===== src/rtl/pending_encoder.sv =====
// Sequential N-to-log2(N) priority encoder: captures rising request edges into a pending
// register and presents the highest-index pending request with a valid/ack handshake.
module pending_encoder #(
    parameter int unsigned N = 4,
    parameter int unsigned W = 2
) (
    input  logic         i_clk,
    input  logic         i_rst_n,
    input  logic         i_en,
    input  logic [N-1:0] i_y,
    input  logic         i_ack,
    output logic [W-1:0] o_w,
    output logic         o_valid,
    output logic [N-1:0] o_pending,
    output logic         o_ovf
);

    typedef enum logic {StIdle, StHold} state_e;

    state_e       r_state;
    logic [N-1:0] r_y_q;
    logic [N-1:0] r_pending;
    logic [W-1:0] r_w;
    logic         r_valid;
    logic         r_ovf;

    logic [N-1:0] w_event;
    logic [N-1:0] w_clr;
    logic [N-1:0] w_pending_d;
    logic         w_ovf_hit;
    logic [W-1:0] w_top_idx;

    assign w_event = i_y & ~r_y_q & {N{i_en}};

    always_comb begin
        w_clr = '0;
        if (r_state == StHold && i_ack) begin
            w_clr = {{(N-1){1'b0}}, 1'b1} << r_w;
        end
    end

    // A bit being freed this cycle may be re-set without counting as an overflow.
    assign w_ovf_hit   = |(w_event & r_pending & ~w_clr);
    assign w_pending_d = (r_pending & ~w_clr) | w_event;

    always_comb begin
        w_top_idx = '0;
        for (int i = 0; i < int'(N); i++) begin
            if (r_pending[i]) begin
                w_top_idx = W'(i);
            end
        end
    end

    always_ff @(posedge i_clk or negedge i_rst_n) begin
        if (!i_rst_n) begin
            r_state   <= StIdle;
            r_y_q     <= '0;
            r_pending <= '0;
            r_w       <= '0;
            r_valid   <= 1'b0;
            r_ovf     <= 1'b0;
        end else begin
            r_y_q     <= i_y;
            r_pending <= w_pending_d;
            if (w_ovf_hit) begin
                r_ovf <= 1'b1;
            end
            unique case (r_state)
                StIdle: begin
                    if (|r_pending) begin
                        r_w     <= w_top_idx;
                        r_valid <= 1'b1;
                        r_state <= StHold;
                    end else begin
                        r_valid <= 1'b0;
                    end
                end
                StHold: begin
                    if (i_ack) begin
                        r_valid <= 1'b0;
                        r_state <= StIdle;
                    end
                end
                default: r_state <= StIdle;
            endcase
        end
    end

    assign o_w       = r_w;
    assign o_valid   = r_valid;
    assign o_pending = r_pending;
    assign o_ovf     = r_ovf;

endmodule


===== config.mk =====
export PLATFORM = sky130hd
export DESIGN_NAME = pending_encoder
export DESIGN_NICKNAME = d
export VERILOG_FILES = /design/src/rtl/pending_encoder.sv
export SDC_FILE = /design/constraint.sdc
export NUM_CORES = 1
export LEC_CHECK = 0
export ABC_AREA = 0
export CORE_MARGIN = 2
export CORE_UTILIZATION = 40
export CTS_BUF_LIST = sky130_fd_sc_hd__clkbuf_16
export CTS_CLUSTER_SIZE = 20
export DETAILED_ROUTE_END_ITERATION = 10
export PLACE_DENSITY = 0.74
export SYNTH_ARGS = -nofsm -noshare
export SYNTH_HDL_FRONTEND = slang
export SYNTH_SLANG_ARGS = --single-unit

===== constraint.sdc =====
create_clock -name i_clk -period 1.18 [get_ports i_clk]
set_input_delay 0.295 -clock i_clk [delete_from_list [all_inputs] [get_ports i_clk]]
set_output_delay 0.295 -clock i_clk [all_outputs]
set_load 0.02 [all_outputs]

# Word level (Yosys, flattened, before mapping)
# Cells that the tools add are included.
# classes
addsub,0
mul,0
div,0
order_cmp,0
eq_ne,1
n_shift,1
n_mux,9
bitwise,9
reduce_logical,4
# ops
op,count
$and 4x4->4,5
$not 4->4,2
$reduce_or 4->1,2
$mux 1,4
$mux 2,2
$mux 4,1
$or 4x4->4,1
$pmux 1 s2,2
$shl 1x2->4 const A,1
$ne 2x2->1 const B,1
$reduce_and 2->1,1
$logic_and 1x1->1,1
$not 1->1,1
# word_totals
regBits,13
latchBits,0
mem_bits_rw,0
mem_bits_ro,0
in_bits,8
output_inout_bits,8
word_cells,30
memories,0

# Depth between registers and ports, before layout
# Gate-level depths: netlist of the first run.
# logic_depth
ltp_word,6
ltp_mapped,4
ltp_nobuf,3

# Worst setup path after synthesis of the first run
# OpenSTA, ideal clock, no wires.
# synth_timing
path_type,reg-to-reg
startpoint,"register r_w[1], in the netlist o_w[1]"
endpoint,"register r_ovf, in the netlist o_ovf"
setup_ns,0.071
arrival_ns,0.989
required_ns,1.109
slack_ns,0.120
path_stages_with_launch,4
path_buffers,0
period_less_slack_ns,1.060
path_cell_list,dfrtp_1 > nor2_1 > a311o_1 > nand4_1
# synth_between
elab_chain_len,5
# synth_lines
element,line,source
"start, declared",23,logic [W-1:0] r_w;
"start signal, assigned",72,r_w <= w_top_idx;
$shl 1x2->4,38,"w_clr = {{(N-1){1'b0}}, 1'b1} << r_w;"
$mux 4,37,if (r_state == StHold && i_ack) begin
$not 4->4,43,assign w_ovf_hit = |(w_event & r_pending & ~w_clr);
$and 4x4->4,43,
$reduce_or 4->1,43,
"end signal, assigned",62,r_ovf <= 1'b0;
"end signal, assigned",67,r_ovf <= 1'b1;
"end, declared",25,logic r_ovf;
# Every way passes these cells.
# A chain may end at the register's enable or synchronous reset.

# Worst setup path in the final report of the first run
# layout_timing
startpoint,"register r_pending[0], in the netlist o_pending[0]"
endpoint,output port o_pending[0]
# layout_lines
element,line,source
"start, declared",22,logic [N-1:0] r_pending;
"start signal, assigned",65,r_pending <= w_pending_d;
"end, declared",14,"output logic [N-1:0] o_pending,"
# No word-level cell between the ends.

==> results of run 1 <==
[cell type report]
class                      count  area [um^2]
clock buffer                   3         75.1
clock inverter                 1         3.75
fill                          99          450
inverter                       4         15.0
multi-input combinational     30          199
sequential                    13          327
tap                           15         18.8
timing repair buffer          25          196
[how the worst max path moves through the flow]
stage                    to  slack, ns    startpoint  cells after the start
3_5_place_dp   o_pending[0]      -0.25         i_ack                      4
4_1_cts        o_pending[3]      0.002  o_pending[3]                      1
2_1_floorplan         o_ovf       0.12        o_w[1]                      3
5_1_grt             o_valid     -0.004  o_pending[1]                      4
3_3_place_gp          o_ovf      -0.21          i_en                      4
6_report       o_pending[0]       0.03  o_pending[0]                      1
[metal layers]
layer	share of wire, %	global-route usage (%)	vias up
met5	0	0	-
met4	0.73	12.5	0
met3	5.4	6.52	2
met2	52	36.1	21
met1	41	21.5	242
li1	-	-	232
[layout by cell type (no fill, tap or decap)]
cell type / Yosys / final
sky130_fd_sc_hd__a21boi_1: 1 / 1
sky130_fd_sc_hd__a21boi_2: 1 / 1
sky130_fd_sc_hd__a21oi_1: 2 / 2
sky130_fd_sc_hd__a22o_1: 2 / 2
sky130_fd_sc_hd__a311o_1: 1 / 1
sky130_fd_sc_hd__a32o_1: 1 / 1
sky130_fd_sc_hd__and4b_1: 1 / 1
sky130_fd_sc_hd__buf_2: 1 / 7
sky130_fd_sc_hd__buf_4: 0 / 10
sky130_fd_sc_hd__clkbuf_16: 0 / 3
sky130_fd_sc_hd__clkdlybuf4s15_2: 0 / 1
sky130_fd_sc_hd__clkdlybuf4s50_1: 0 / 5
sky130_fd_sc_hd__dfrtp_1: 13 / 12
sky130_fd_sc_hd__dfrtp_2: 0 / 1
sky130_fd_sc_hd__dlymetal6s2s_1: 0 / 2
sky130_fd_sc_hd__inv_1: 4 / 5
sky130_fd_sc_hd__nand2_1: 2 / 2
sky130_fd_sc_hd__nand3b_1: 1 / 1
sky130_fd_sc_hd__nand4_1: 4 / 4
sky130_fd_sc_hd__nand4b_1: 2 / 2
sky130_fd_sc_hd__nor2_1: 4 / 4
sky130_fd_sc_hd__nor2b_1: 2 / 2
sky130_fd_sc_hd__nor3_1: 1 / 1
sky130_fd_sc_hd__o21ai_0: 4 / 4
sky130_fd_sc_hd__o31ai_2: 0 / 1
[registers in the layout, summed over array words and instances (netlist names)]
name	flops
r_state	1
o_ovf	1
o_w	2
r_y_q	4
o_valid	1
o_pending	4
[kinds of logic after synthesis]
kind of cell | Yosys count
buffers and inverters | 5
AOI/OAI and AO/OA | 13
and+or+nand+nor | 17
DFF | 13
[metrics by stage]
step | std cells | util (%) | total power, mW
finish | 91 | 64.9 | 2.08
global route | 91 | 64.9 | 2.18
CTS | 91 | 67.9 | 2.13
global placement | 87 | 60.6 | 1.48
detailed placement | 87 | 60.6 | 1.51
floorplan | 48 | - | 1.02
[power groups by stage]
stage | logic (mW) | clock network [mW] | registers, mW
detailed placement | 0.873 | 0 | 0.638
global placement | 0.850 | 0 | 0.632
CTS | 0.861 | 0.636 | 0.633
finish | 0.822 | 0.625 | 0.629
floorplan | 0.187 | 0 | 0.832
global route | 0.877 | 0.656 | 0.643
[repair_timing]
action                     4_1_cts  5_1_grt
gates resized for setup         25       10
gates cloned                     0        0
setup endpoints to repair        9       10
==> out/summary.json, run 1 <==
{
  "crit_buf_inv": 1,
  "number_of_levels_in_the_clock_h_tree": 1,
  "grt_pass1_vias": 455,
  "timing.critical_path.from_type": "flop",
  "internal-power_mw": 1.37,
  "design.final.nets": 85,
  "dpl_worst_slack_ns": -0.248,
  "fin_crit_sh_pct": 97.7,
  "max_transition_margin_pct": 83.5,
  "maximum_number_of_pins_on_one_net_before_global_route_repair": 14,
  "antenna_found_initial": 0,
  "ys_types": 19,
  "synthesized_area_fraction_occupied_by_xor_and_xnor_cells_pct": 0,
  "multiplexer_share_of_the_synthesized_area_pct": 0,
  "r2r_end": "o_ovf",
  "switching_share_pct": 34.2,
  "insertion_delay_ns": 0.24,
  "synthTopCellsByArea": "sky130_fd_sc_hd__dfrtp_1, sky130_fd_sc_hd__nand4_1, sky130_fd_sc_hd__o21ai_0, sky130_fd_sc_hd__a22o_1, sky130_fd_sc_hd__nand4b_1",
  "cts.sink_count": 13,
  "layout_min_cycle_time_ns": 1.15,
  "timing.critical_path.fanout_max": 2,
  "final_max_slew_viol_count": 0,
  "maxCapViolCount": 0,
  "die_width_um": 40.7,
  "sequential_to_total_area_share_from_yosys_stat_pct": 60.3,
  "ant_nets": 0,
  "post_syn_instances": 48,
  "outcome": "finished, final reports clean",
  "ctsRootBufferMaster": "sky130_fd_sc_hd__clkbuf_16",
  "final_hold_viol_count": 0,
  "simple_gate_area_share_of_the_yosys_netlist_pct": 18.6,
  "worst-r2r-cell-count": 4,
  "fin_setup_tns_ns": 0,
  "antenna_cells": 0,
  "cts_tree": "built",
  "syn_to_final_growth_pct": 54.8,
  "dp.final_hpwl_um": 938,
  "cts.hold.buffers_added": 0,
  "finalWirelength_mm": 1.36,
  "critical_path.cell_chain": "clkdlybuf4s15_2",
  "via_per_inst": 5.46,
  "drive_gt1_share_pct": 31.6,
  "asyncSetResetFlopFracSynth_pct": 100,
  "p_clk_share_pct": 30.1,
  "p_leak_nw": 0.394,
  "cp.required_ns": 0.88,
  "rrSetupSlack_ns": 0.08,
  "num_ports": 16,
  "reg2reg_from": "o_w[1]",
  "setup_viol_count_final": 0,
  "share_of_power_burned_in_combinational_logic_pct": 39.6,
  "vias": 497,
  "drc": 0,
  "worst-setup-path-type": "flop to primary output",
  "post-cts-setup-buffer-count": 0,
  "clock_tree.buffer_depth": 2,
  "ys.warnings.count": 0,
  "synth_top_area_share_pct": 60.3,
  "critical_path.endpoint_type": "primary output",
  "clk_transition_reported_paths_ns": 0.04,
  "global_route_wire_length_before_repair_mm": 2.03,
  "die_area_um2": 1660,
  "synthesis.area_per_instance_um2": 11.2,
  "netSwitchingPower_mw": 0.710,
  "post_synth_fa_ha_maj_area_fraction_pct": 0,
  "place_congestion": 0.863,
  "synth_edf_count": 0,
  "setup_clock_skew_after_layout_ns": 0.00107,
  "die-height_um": 40.7,
  "portBuffers": 15,
  "setup_slack_ns": 0.0273,
  "routed_wire_per_std_cell_um": 15.0,
  "gr-total-overflow": 0,
  "drt_pass1_iterations": 4,
  "fp.coreArea_um2": 1280,
  "synth-seq-cells": 13,
  "postPlaceCellArea_um2": 778,
  "first_iter_violations": 26,
  "combinational_family_with_the_most_area_after_synthesis": "simple AND/OR/NAND/NOR gates",
  "maxClockFrequency_mhz": 868,
  "final_area_um2": 835,
  "core.rowCount": 13,
  "sequential_power_share_pct": 30.3,
  "critPathSlowestCell": "sky130_fd_sc_hd__dfrtp_1",
  "timing.hold.ws_ns": 0.358,
  "critPathArrivalTime_ns": 0.86,
  "most_frequent_cell_after_synthesis": "sky130_fd_sc_hd__dfrtp_1",
  "ir_drop_mv": 1.54,
  "timing.critical_path.max_delay_family": "flip-flops",
  "critical_path.max_stage_delay_ns": 0.37,
  "tightestPinTransition_ns": 0.246,
  "syn-cell-area_um2": 539,
  "worst_hold_path_type": "primary input to async pin",
  "cts_made_buffers": 3,
  "synth.net_count": 56,
  "most_instantiated_flip_flop_cell_in_the_synthesis_netlist": "sky130_fd_sc_hd__dfrtp_1",
  "total_routing_usage_gr_pct": 20.7,
  "most_frequent_cells_after_synthesis": "sky130_fd_sc_hd__dfrtp_1, sky130_fd_sc_hd__inv_1, sky130_fd_sc_hd__nand4_1, sky130_fd_sc_hd__nor2_1, sky130_fd_sc_hd__o21ai_0",
  "initial_core_utilization_pct": 42.0,
  "post-synth-top-area-cell": "sky130_fd_sc_hd__dfrtp_1",
  "synth-compound-area-share_pct": 17.4,
  "power.density_nw_per_um2": 2490
}
No activity file was read; power rests on OpenSTA's default activity.
==> inputs of run 2 (changes only) <==
CTS_BUF_LIST = default   (was sky130_fd_sc_hd__clkbuf_16)
DONT_BUFFER_PORTS = 1   (was default)
PLACE_DENSITY = 0.58   (was 0.74)
==> out/summary.json, run 2 (synthesized netlist as in run 1, its figures left out) <==
{
  "timing.critical_path.from_type": "flop",
  "clock_tree.buffer_depth": 2,
  "p_leak_nw": 0.305,
  "gr-total-overflow": 0,
  "first_iter_violations": 13,
  "drc": 0,
  "timing.hold.worst_path_depth": 0,
  "core.rowCount": 13,
  "cts_made_buffers": 3,
  "portBuffers": 0,
  "design.final.nets": 73,
  "final_hold_viol_count": 0,
  "mostFrequentLayoutCell": "sky130_fd_sc_hd__dfrtp_1",
  "fp.coreArea_um2": 1280,
  "worst_hold_path_type": "primary input to flop",
  "drive_gt1_share_pct": 25.0,
  "tightestPinTransition_ns": 0.578,
  "total_routing_usage_gr_pct": 16.2,
  "place_congestion": 0.883,
  "power.density_nw_per_um2": 2480,
  "cts.sink_count": 13,
  "dpl_worst_slack_ns": 0.0533,
  "ctsRootBufferMaster": "sky130_fd_sc_hd__clkbuf_4",
  "setup_slack_ns": 0.000263,
  "ir_drop_mv": 1.32,
  "finalWirelength_mm": 1.19,
  "die-height_um": 40.7,
  "mostFrequentLayoutCells": "sky130_fd_sc_hd__dfrtp_1, sky130_fd_sc_hd__buf_4",
  "layout_min_cycle_time_ns": 1.18,
  "timing.critical_path.fanout_max": 11,
  "dpl.cell_count": 68,
  "antenna_found_initial": 0,
  "antenna_cells": 0,
  "maximum_number_of_pins_on_one_net_before_global_route_repair": 14,
  "num_ports": 16,
  "critical_path.endpoint_type": "flop",
  "max_transition_margin_pct": 61.4,
  "setup_viol_count_final": 0,
  "insertion_delay_ns": 0.27,
  "timing.hold.ws_ns": 0.0437,
  "rsz_0062_raised_after_global_routing": "yes",
  "drt_pass1_iterations": 4,
  "global_route_wire_length_before_repair_mm": 1.64,
  "worst-r2r-cell-count": 3,
  "maxCapViolCount": 0,
  "routed_wire_per_std_cell_um": 15.1,
  "number_of_cells_in_the_finished_layout_apart_from_fillers": 79,
  "grt_pass1_vias": 394,
  "final_max_slew_viol_count": 0,
  "vias": 449,
  "via_per_inst": 5.68,
  "clk_transition_reported_paths_ns": 0.08,
  "number_of_levels_in_the_clock_h_tree": 1,
  "ant_nets": 0,
  "dp.final_hpwl_um": 797,
  "syn_to_final_growth_pct": 26.7,
  "critPathArrivalTime_ns": 1.32,
  "outcome": "finished, final reports clean",
  "cp.required_ns": 1.33,
  "cts_tree": "built",
  "die_area_um2": 1660,
  "maxClockFrequency_mhz": 848,
  "die_width_um": 40.7,
  "fin_crit_sh_pct": 100,
  "initial_core_utilization_pct": 42.0,
  "setup_clock_skew_after_layout_ns": 0.00576,
  "worst-setup-path-type": "flop to flop"
}
run 2: cell types whose count changed in the layout (fill, tap and decap cells not counted), sizes merged:
cell | before | now
dlygate4sd3 | 0 | 1
clkbuf | 3 | 4
clkdlybuf4s50 | 5 | 0
buf | 17 | 12
dlymetal6s2s | 2 | 0
clkdlybuf4s15 | 1 | 0
inv | 5 | 4
run 2: per-layer routing:
| metal | share of wire, % | wire [um] | GRT usage, % | vias up |
|---|---|---|---|---|
| li1 | - | - | - | 212 |
| met1 | 40 | 471 | 17.6 | 215 |
| met2 | 51 | 603 | 26.6 | 20 |
| met3 | 9.2 | 109 | 9.24 | 2 |
| met4 | 0.50 | 6 | 5.00 | 0 |
| met5 | 0 | 0 | 0 | - |
run 2: final timing paths:
| path | startpoint | end | slack [ns] |
|---|---|---|---|
| setup / recovery | r_state | o_valid | 0.0003 |
| hold / removal | i_y[1] | r_y_q[1] | 0.04 |
| setup reg to reg | r_state | o_valid | 0.0003 |
| hold reg to reg | r_y_q[0] | o_pending[0] | 0.55 |
| max in group asynchronous | i_rst_n | r_y_q[2] | 0.34 |
| min in group asynchronous | i_rst_n | r_state | 0.45 |
run 2: worst max-delay path, cell delays in order (launching register included):
cell                       delay, ns
sky130_fd_sc_hd__dfrtp_1        0.50
sky130_fd_sc_hd__nor3_1         0.32
sky130_fd_sc_hd__a21boi_2       0.10
sky130_fd_sc_hd__a21boi_1       0.13
run 2: power breakdown:
group          switching, mW  internal (mW)
logic                  0.400          0.366
registers             0.0985          0.562
clock network          0.136          0.131
total                  0.634           1.06
run 2: stage by stage:
| stage | TNS (ns) | util [%] | total power [mW] | instance area, um^2 |
|---|---|---|---|---|
| after floorplan | 0 | - | 1.02 | 539 |
| after CTS | 0 | 51.1 | 1.61 | 657 |
| final | 0 | 53.2 | 1.69 | 683 |
| after global routing | -0.0374 | 53.2 | 1.81 | 683 |
| after detailed placement | 0 | 46.5 | 1.25 | 598 |
| after global placement | 0 | 46.5 | 1.24 | 598 |
run 2: layout make-up:
class                   instances  area [um^2]
repair buffers                 13          104
inverters                       4         15.0
flip-flops and latches         13          325
well taps                      15         18.8
fillers                       117          602
clock buffers                   4         26.3
multi-input cells              30          194
run 2: timing repair:
item / CTS / global route
setup endpoints to repair: 3 / 4
resized for setup: 0 / 1
buffers inserted: 3 / 3
hold endpoints to repair: 13 / 0
hold buffers: 1 / 0
